### config.mk
export PLATFORM = sky130hd
export DESIGN_NAME = lif_array_flat
export DESIGN_NICKNAME = d
export VERILOG_FILES = /design/src/rtl/lif_pkg.sv /design/src/rtl/lif_if.sv /design/src/rtl/lif_update.sv /design/src/rtl/lif_array.sv /design/src/flat_wrapper.sv
export SDC_FILE = /design/constraint.sdc
export NUM_CORES = 1
export LEC_CHECK = 0
export ABC_AREA = 1
export CAP_MARGIN = 20
export CELL_PAD_IN_SITES_DETAIL_PLACEMENT = 0
export CELL_PAD_IN_SITES_GLOBAL_PLACEMENT = 1
export CORE_UTILIZATION = 47
export CTS_CLUSTER_SIZE = 24
export DETAILED_ROUTE_END_ITERATION = 10
export HOLD_SLACK_MARGIN = 0.05
export PLACE_DENSITY_LB_ADDON = 0.15
export SLEW_MARGIN = 20
export SYNTH_ARGS = -nofsm -noshare
export SYNTH_HDL_FRONTEND = slang
export SYNTH_SLANG_ARGS = --single-unit
### constraint.sdc
create_clock -name clk -period 6.2 [get_ports clk]
set_input_delay 0.62 -clock clk [delete_from_list [all_inputs] [get_ports clk]]
set_output_delay 0.62 -clock clk [all_outputs]
set_load 0.005 [all_outputs]
### src/rtl/lif_pkg.sv
// Shared defaults and helpers for the time-multiplexed LIF neuron array.
package lif_pkg;

    localparam int BETA_DEF        = 224;
    localparam int THRESH_INIT_DEF = 100;
    localparam int THRESH_MIN_DEF  = 32;
    localparam int THRESH_MAX_DEF  = 220;
    localparam int ADAPT_INC_DEF   = 295;
    localparam int ADAPT_DEC_DEF   = 250;
    localparam int REFRACT_DEF     = 2;

    // Unsigned add that clamps to the largest w-bit value instead of wrapping.
    function automatic logic [63:0] sat_add(input logic [63:0] a, input logic [63:0] b, input int w);
        logic [64:0] sum;
        logic [64:0] lim;
        sum = {1'b0, a} + {1'b0, b};
        lim = (65'd1 << w) - 65'd1;
        return (sum > lim) ? lim[63:0] : sum[63:0];
    endfunction

    // Index width for n neurons, never narrower than one bit.
    function automatic int id_width(input int n);
        return (n > 1) ? $clog2(n) : 1;
    endfunction

    // Refractory counter width able to hold the value r.
    function automatic int refract_width(input int r);
        return (r > 0) ? $clog2(r + 1) : 1;
    endfunction

endpackage

### src/rtl/lif_if.sv
// Input beat and result handshake bundle for the LIF neuron array.
interface lif_if #(
    parameter int WIDTH = 8,
    parameter int ID_W  = 2
);
    logic             in_valid;
    logic             in_ready;
    logic [ID_W-1:0]  in_id;
    logic [WIDTH-1:0] in_current;
    logic             adaptive_threshold;
    logic             out_valid;
    logic             out_ready;
    logic [ID_W-1:0]  out_id;
    logic [WIDTH-1:0] out_state;
    logic             out_spike;
    logic [WIDTH-1:0] out_threshold;

    modport master (
        output in_valid, in_id, in_current, adaptive_threshold, out_ready,
        input  in_ready, out_valid, out_id, out_state, out_spike, out_threshold
    );

    modport slave (
        input  in_valid, in_id, in_current, adaptive_threshold, out_ready,
        output in_ready, out_valid, out_id, out_state, out_spike, out_threshold
    );
endinterface

### src/rtl/lif_update.sv
// Combinational next-state for a single neuron: spike test, leaky integration,
// refractory countdown and optional threshold adaptation.
module lif_update
    import lif_pkg::*;
#(
    parameter int WIDTH      = 8,
    parameter int BETA       = BETA_DEF,
    parameter int THRESH_MIN = THRESH_MIN_DEF,
    parameter int THRESH_MAX = THRESH_MAX_DEF,
    parameter int ADAPT_INC  = ADAPT_INC_DEF,
    parameter int ADAPT_DEC  = ADAPT_DEC_DEF,
    parameter int REFRACT    = REFRACT_DEF,
    parameter int RW         = refract_width(REFRACT_DEF)
) (
    input  logic [WIDTH-1:0] state_i,
    input  logic [WIDTH-1:0] thresh_i,
    input  logic [RW-1:0]    refract_i,
    input  logic [WIDTH-1:0] current_i,
    input  logic             adaptive_i,
    output logic [WIDTH-1:0] state_o,
    output logic [WIDTH-1:0] thresh_o,
    output logic [RW-1:0]    refract_o,
    output logic             spike_o
);

    // Products are wide enough that nothing wraps before the >>8 and the clamps.
    localparam int PW = 2 * WIDTH + 1;

    logic [PW-1:0]    decayProd;
    logic [PW-1:0]    incProd;
    logic [PW-1:0]    decProd;
    logic [PW-1:0]    decayShift;
    logic [PW-1:0]    incShift;
    logic [PW-1:0]    decShift;
    logic [WIDTH-1:0] incClamp;
    logic [WIDTH-1:0] decClamp;
    logic             spikeNow;

    assign decayProd  = PW'(state_i) * PW'(BETA);
    assign incProd    = PW'(thresh_i) * PW'(ADAPT_INC);
    assign decProd    = PW'(thresh_i) * PW'(ADAPT_DEC);
    assign decayShift = decayProd >> 8;
    assign incShift   = incProd >> 8;
    assign decShift   = decProd >> 8;
    assign incClamp   = (incShift > PW'(THRESH_MAX)) ? WIDTH'(THRESH_MAX) : incShift[WIDTH-1:0];
    assign decClamp   = (decShift < PW'(THRESH_MIN)) ? WIDTH'(THRESH_MIN) : decShift[WIDTH-1:0];

    // The spike decision uses the stored state before this beat's update.
    assign spikeNow = (state_i >= thresh_i);
    assign spike_o  = spikeNow;

    // Spike resets and arms the refractory window; refractory beats ignore input.
    always_comb begin
        state_o   = '0;
        thresh_o  = thresh_i;
        refract_o = refract_i;
        if (spikeNow) begin
            refract_o = RW'(REFRACT);
            if (adaptive_i) begin
                thresh_o = incClamp;
            end
        end else if (refract_i != '0) begin
            refract_o = refract_i - RW'(1);
        end else begin
            state_o = WIDTH'(sat_add(64'(current_i), 64'(decayShift), WIDTH));
            if (adaptive_i) begin
                thresh_o = decClamp;
            end
        end
    end

endmodule

### src/rtl/lif_array.sv
// Array of LIF neurons sharing one update datapath; owns per-neuron storage,
// the input/output handshake and the registered result.
module lif_array
    import lif_pkg::*;
#(
    parameter int WIDTH       = 8,
    parameter int N_NEURONS   = 4,
    parameter int BETA        = BETA_DEF,
    parameter int THRESH_INIT = THRESH_INIT_DEF,
    parameter int THRESH_MIN  = THRESH_MIN_DEF,
    parameter int THRESH_MAX  = THRESH_MAX_DEF,
    parameter int ADAPT_INC   = ADAPT_INC_DEF,
    parameter int ADAPT_DEC   = ADAPT_DEC_DEF,
    parameter int REFRACT     = REFRACT_DEF
) (
    input logic  clk,
    input logic  rst,
    lif_if.slave bus
);

    localparam int ID_W = id_width(N_NEURONS);
    localparam int RW   = refract_width(REFRACT);

    logic [WIDTH-1:0] stateMem_q   [N_NEURONS];
    logic [WIDTH-1:0] threshMem_q  [N_NEURONS];
    logic [RW-1:0]    refractMem_q [N_NEURONS];

    logic             outValid_q;
    logic [ID_W-1:0]  outId_q;
    logic [WIDTH-1:0] outState_q;
    logic             outSpike_q;
    logic [WIDTH-1:0] outThresh_q;

    logic             accept;
    logic             idInRange;
    logic             update;
    logic [ID_W-1:0]  rdIdx;
    logic [WIDTH-1:0] state_d;
    logic [WIDTH-1:0] thresh_d;
    logic [RW-1:0]    refract_d;
    logic             spike_d;

    // A held result blocks new beats unless it is being drained this cycle.
    assign bus.in_ready = !outValid_q || bus.out_ready;
    assign accept       = bus.in_valid && bus.in_ready;
    assign idInRange    = 32'(bus.in_id) < 32'(N_NEURONS);
    assign update       = accept && idInRange;
    assign rdIdx        = idInRange ? bus.in_id : '0;

    lif_update #(
        .WIDTH      (WIDTH),
        .BETA       (BETA),
        .THRESH_MIN (THRESH_MIN),
        .THRESH_MAX (THRESH_MAX),
        .ADAPT_INC  (ADAPT_INC),
        .ADAPT_DEC  (ADAPT_DEC),
        .REFRACT    (REFRACT),
        .RW         (RW)
    ) u_update (
        .state_i    (stateMem_q[rdIdx]),
        .thresh_i   (threshMem_q[rdIdx]),
        .refract_i  (refractMem_q[rdIdx]),
        .current_i  (bus.in_current),
        .adaptive_i (bus.adaptive_threshold),
        .state_o    (state_d),
        .thresh_o   (thresh_d),
        .refract_o  (refract_d),
        .spike_o    (spike_d)
    );

    // Per-neuron storage; only the addressed neuron is written on a valid beat.
    always_ff @(posedge clk or posedge rst) begin
        if (rst) begin
            for (int n = 0; n < N_NEURONS; n++) begin
                stateMem_q[n]   <= '0;
                threshMem_q[n]  <= WIDTH'(THRESH_INIT);
                refractMem_q[n] <= '0;
            end
        end else if (update) begin
            stateMem_q[rdIdx]   <= state_d;
            threshMem_q[rdIdx]  <= thresh_d;
            refractMem_q[rdIdx] <= refract_d;
        end
    end

    // Result register: load on a valid beat, clear when drained, hold otherwise.
    always_ff @(posedge clk or posedge rst) begin
        if (rst) begin
            outValid_q  <= 1'b0;
            outId_q     <= '0;
            outState_q  <= '0;
            outSpike_q  <= 1'b0;
            outThresh_q <= '0;
        end else if (update) begin
            outValid_q  <= 1'b1;
            outId_q     <= bus.in_id;
            outState_q  <= state_d;
            outSpike_q  <= spike_d;
            outThresh_q <= thresh_d;
        end else if (bus.out_ready) begin
            outValid_q  <= 1'b0;
        end
    end

    assign bus.out_valid     = outValid_q;
    assign bus.out_id        = outId_q;
    assign bus.out_state     = outState_q;
    assign bus.out_spike     = outSpike_q;
    assign bus.out_threshold = outThresh_q;

endmodule

### src/flat_wrapper.sv
// flat-port wrapper written by rule: the top's interface ports become plain ports
module lif_array_flat import lif_pkg::*;
#(
    parameter int WIDTH       = 8,
    parameter int N_NEURONS   = 4,
    parameter int BETA        = BETA_DEF,
    parameter int THRESH_INIT = THRESH_INIT_DEF,
    parameter int THRESH_MIN  = THRESH_MIN_DEF,
    parameter int THRESH_MAX  = THRESH_MAX_DEF,
    parameter int ADAPT_INC   = ADAPT_INC_DEF,
    parameter int ADAPT_DEC   = ADAPT_DEC_DEF,
    parameter int REFRACT     = REFRACT_DEF
)
  (clk, rst, bus_in_valid, bus_in_id, bus_in_current, bus_adaptive_threshold, bus_out_ready, bus_in_ready, bus_out_valid, bus_out_id, bus_out_state, bus_out_spike, bus_out_threshold);
  lif_if #(.WIDTH(WIDTH), .ID_W(2)) bus_i ();
  input logic clk;
  input logic rst;
  input wire logic [$bits(bus_i.in_valid)-1:0] bus_in_valid;
  input wire logic [$bits(bus_i.in_id)-1:0] bus_in_id;
  input wire logic [$bits(bus_i.in_current)-1:0] bus_in_current;
  input wire logic [$bits(bus_i.adaptive_threshold)-1:0] bus_adaptive_threshold;
  input wire logic [$bits(bus_i.out_ready)-1:0] bus_out_ready;
  output wire logic [$bits(bus_i.in_ready)-1:0] bus_in_ready;
  output wire logic [$bits(bus_i.out_valid)-1:0] bus_out_valid;
  output wire logic [$bits(bus_i.out_id)-1:0] bus_out_id;
  output wire logic [$bits(bus_i.out_state)-1:0] bus_out_state;
  output wire logic [$bits(bus_i.out_spike)-1:0] bus_out_spike;
  output wire logic [$bits(bus_i.out_threshold)-1:0] bus_out_threshold;
  assign bus_i.in_valid = bus_in_valid;
  assign bus_i.in_id = bus_in_id;
  assign bus_i.in_current = bus_in_current;
  assign bus_i.adaptive_threshold = bus_adaptive_threshold;
  assign bus_i.out_ready = bus_out_ready;
  assign bus_in_ready = bus_i.in_ready;
  assign bus_out_valid = bus_i.out_valid;
  assign bus_out_id = bus_i.out_id;
  assign bus_out_state = bus_i.out_state;
  assign bus_out_spike = bus_i.out_spike;
  assign bus_out_threshold = bus_i.out_threshold;
  lif_array #(.WIDTH(WIDTH), .N_NEURONS(N_NEURONS), .BETA(BETA), .THRESH_INIT(THRESH_INIT), .THRESH_MIN(THRESH_MIN), .THRESH_MAX(THRESH_MAX), .ADAPT_INC(ADAPT_INC), .ADAPT_DEC(ADAPT_DEC), .REFRACT(REFRACT)) u_core (.clk(clk), .rst(rst), .bus(bus_i));
endmodule
==> run summary <==
HPWL Detailed - 15700 um
via/cell ratio - 5.07
gpl congestion - 0.844
critical path's largest stage delay - 590 ps
Starting Density - 48.2%
Hold WC Path Type - flop to flop
Mapped Nets - 1200
CP top delay family - adder cells
layout overhead on the synthesized area - 13.5%
total of max-cap violations - 0
Final setup viols - 0
global-route wire length before repair - 33700 um
buffers added on ports - 35
global-route total usage across every layer - 24.2%
Hold Buf Count CTS - 0
critical path launch point type - input port
WL/cell - 14.8 um
Die W - 133 um
initial antenna violation count - 0
Fmax achieved - 0.172 GHz
DRC viols - 0
Setup Skew - 8.33 ps
fin nets - 1252
RSZ-0062 raised after global routing - no
crit path time final - 5800 ps
critical path arrival - 6030 ps
pin count of the biggest net entering global routing - 71
Worst-path clk slew - 70 ps
outcome - complete, no violations
CTS HTree Levels - 3
CP max-delay cell - clkdlybuf4s50_1
final WL - 19600 um
number of unique standard cell types used by synthesis - 44
CTS Buf Count - 9
Die ar. - 17600 um2
clk sink count - 92
share of cells above drive strength 1 - 9.14%
CTS resizes - 0
Hold Fails Final Rpt - 0
antenna cells - 0
post-route ant nets - 0
row count - 47
most common cell after layout, fill and taps aside - nand2_1
total number of vias - 6713
CTS tree - yes
Avg Inst Size Synth - 7.65 um2
cells after synthesis - 1048
Worst Setup Path Type - input port to flop
Post-Syn Area - 8020 um2
clock root buffer - clkbuf_16
nature of the critical path endpoint - flop
WP data required - 6430 ps
vias in the first global route - 6788
Post-Route Setup TNS - 0 ps
grt ovf - 0
Crit Path Max Fanout - 6
Worst Tran Pin Value - 947 ps
Max Slew Vio Count - 0
Max transition margin - 36.2%
Most common cell on crit path - nand2_1
IO Pins - 36
Die Y - 133 um
initial DRC count - 424
core area - 16600 um2
first-pass iteration count of the detailed router - 5
Seq/Total Area, Yosys - 28.9%
most frequent cells in the layout - 319 x nand2_1, 159 x inv_1, 99 x ha_1, 80 x dfrtp_1, 57 x nor2_1
clock latency at the later pin of the worst-skew pair - 340 ps
#FFs+latches synth - 92
Tcrit/Tclk final - 93.5%
yosys warns - 0
Clock Path Buffers - 2
worst path bufs/invs - 7
setup bufs post-CTS - 0
state kept, by name (all words and copies together) (netlist names):
register,count
u_core.threshMem_q,32
u_core.bus.out_state,8
u_core.bus.out_spike,1
u_core.refractMem_q,8
u_core.bus.out_threshold,8
u_core.bus.out_valid,1
u_core.stateMem_q,32
u_core.bus.out_id,2
metal layers:
metal  part of all wire, %  vias to the layer above  GRT usage (%)
met5                     0                        -              0
met4                   1.4                        0           5.17
met3                   3.1                       20           3.91
met2                    48                       85           41.5
met1                    47                     3169           32.2
li1                      -                     3439              -
cell type report:
cell class / count / area, um2
fillers: 1634 / 7540
multi-input cells: 766 / 4970
flip-flops and latches: 92 / 2320
inverters: 166 / 627
repair buffers: 65 / 588
well taps: 220 / 275
clock buffers: 11 / 253
clock inverters: 5 / 65.1
synthesized netlist by cell type, drive strengths merged:
master | number | area share (%)
buf | 7 | 0.55
a22oi | 6 | 0.56
or2 | 2 | 0.16
nand2 | 341 | 17
nor4 | 2 | 0.16
dfstp | 12 | 3.9
o21a | 2 | 0.19
a21oi | 37 | 2.4
a31oi | 8 | 0.62
ha | 99 | 15
xor2 | 9 | 0.98
o221ai | 10 | 1.4
dfrtp | 80 | 25
nand3b | 3 | 0.33
nor3 | 6 | 0.52
nand3 | 34 | 2.3
clkbuf | 17 | 0.80
nand4 | 7 | 0.55
nor2 | 59 | 2.9
a21o | 1 | 0.094
a21boi | 1 | 0.094
o21ai | 82 | 5.1
fa | 38 | 9.5
o211ai | 4 | 0.50
inv | 165 | 7.8
clkinv | 1 | 0.047
xnor2 | 6 | 0.66
o21bai | 9 | 0.84
through the flow:
stage	area (um2)	utilization [%]	cells	hold slack, ps	worst slack, ps
2_1_floorplan	8020	-	1048	442	790
3_3_place_gp	8780	52.7	1309	453	12.1
3_5_place_dp	8780	52.7	1309	461	-6.34
4_1_cts	9100	54.7	1325	471	340
5_1_grt	9100	54.7	1325	493	34.5
6_report	9100	54.7	1325	471	401
final timing paths:
check,startpoint,to,slack (ps),cells after the start
hold / removal,u_core.threshMem_q[13],u_core.threshMem_q[13],470,2
max in group asynchronous,rst,u_core.bus.out_state[2],4440,3
min in group asynchronous,rst,u_core.threshMem_q[24],570,2
hold reg to reg,u_core.threshMem_q[13],u_core.threshMem_q[13],470,2
setup / recovery,bus_in_id[1],u_core.threshMem_q[24],400,28
setup reg to reg,u_core.threshMem_q[18],u_core.threshMem_q[24],1030,27
logic make-up after synthesis:
| family | count (synthesis) | share of synthesized area [%] |
|---|---|---|
| compound gates | 160 | 11.8 |
| xor+xnor | 15 | 1.64 |
| fa+ha+maj | 137 | 24.9 |
| buf+inv | 190 | 9.15 |
| flops | 92 | 28.9 |
| simple gates | 454 | 23.6 |
worst register-to-register path, cell delays in order (launching register included):
cell     delay [ps]
dfstp_2         540
inv_1            40
nand2_1          40
nand3_1          80
nand2_2         140
inv_1           140
fa_1            560
fa_1            550
inv_1            60
fa_1            510
inv_1            50
fa_1            500
inv_1            40
ha_1            350
nand2_1          80
nand2_1          90
a21oi_2         190
nor2_1           60
nor3_1          240
nand3_1         120
nand2_2         120
nand3_4          90
nand2_1          70
nand2_1          70
nand2_1          70
nand2_2         110
nand2_1          80
nand2_1          50
Power is left out: the tool's default activity adds up to more than one toggle a clock period on the data nets, which glitch-free logic cannot reach.
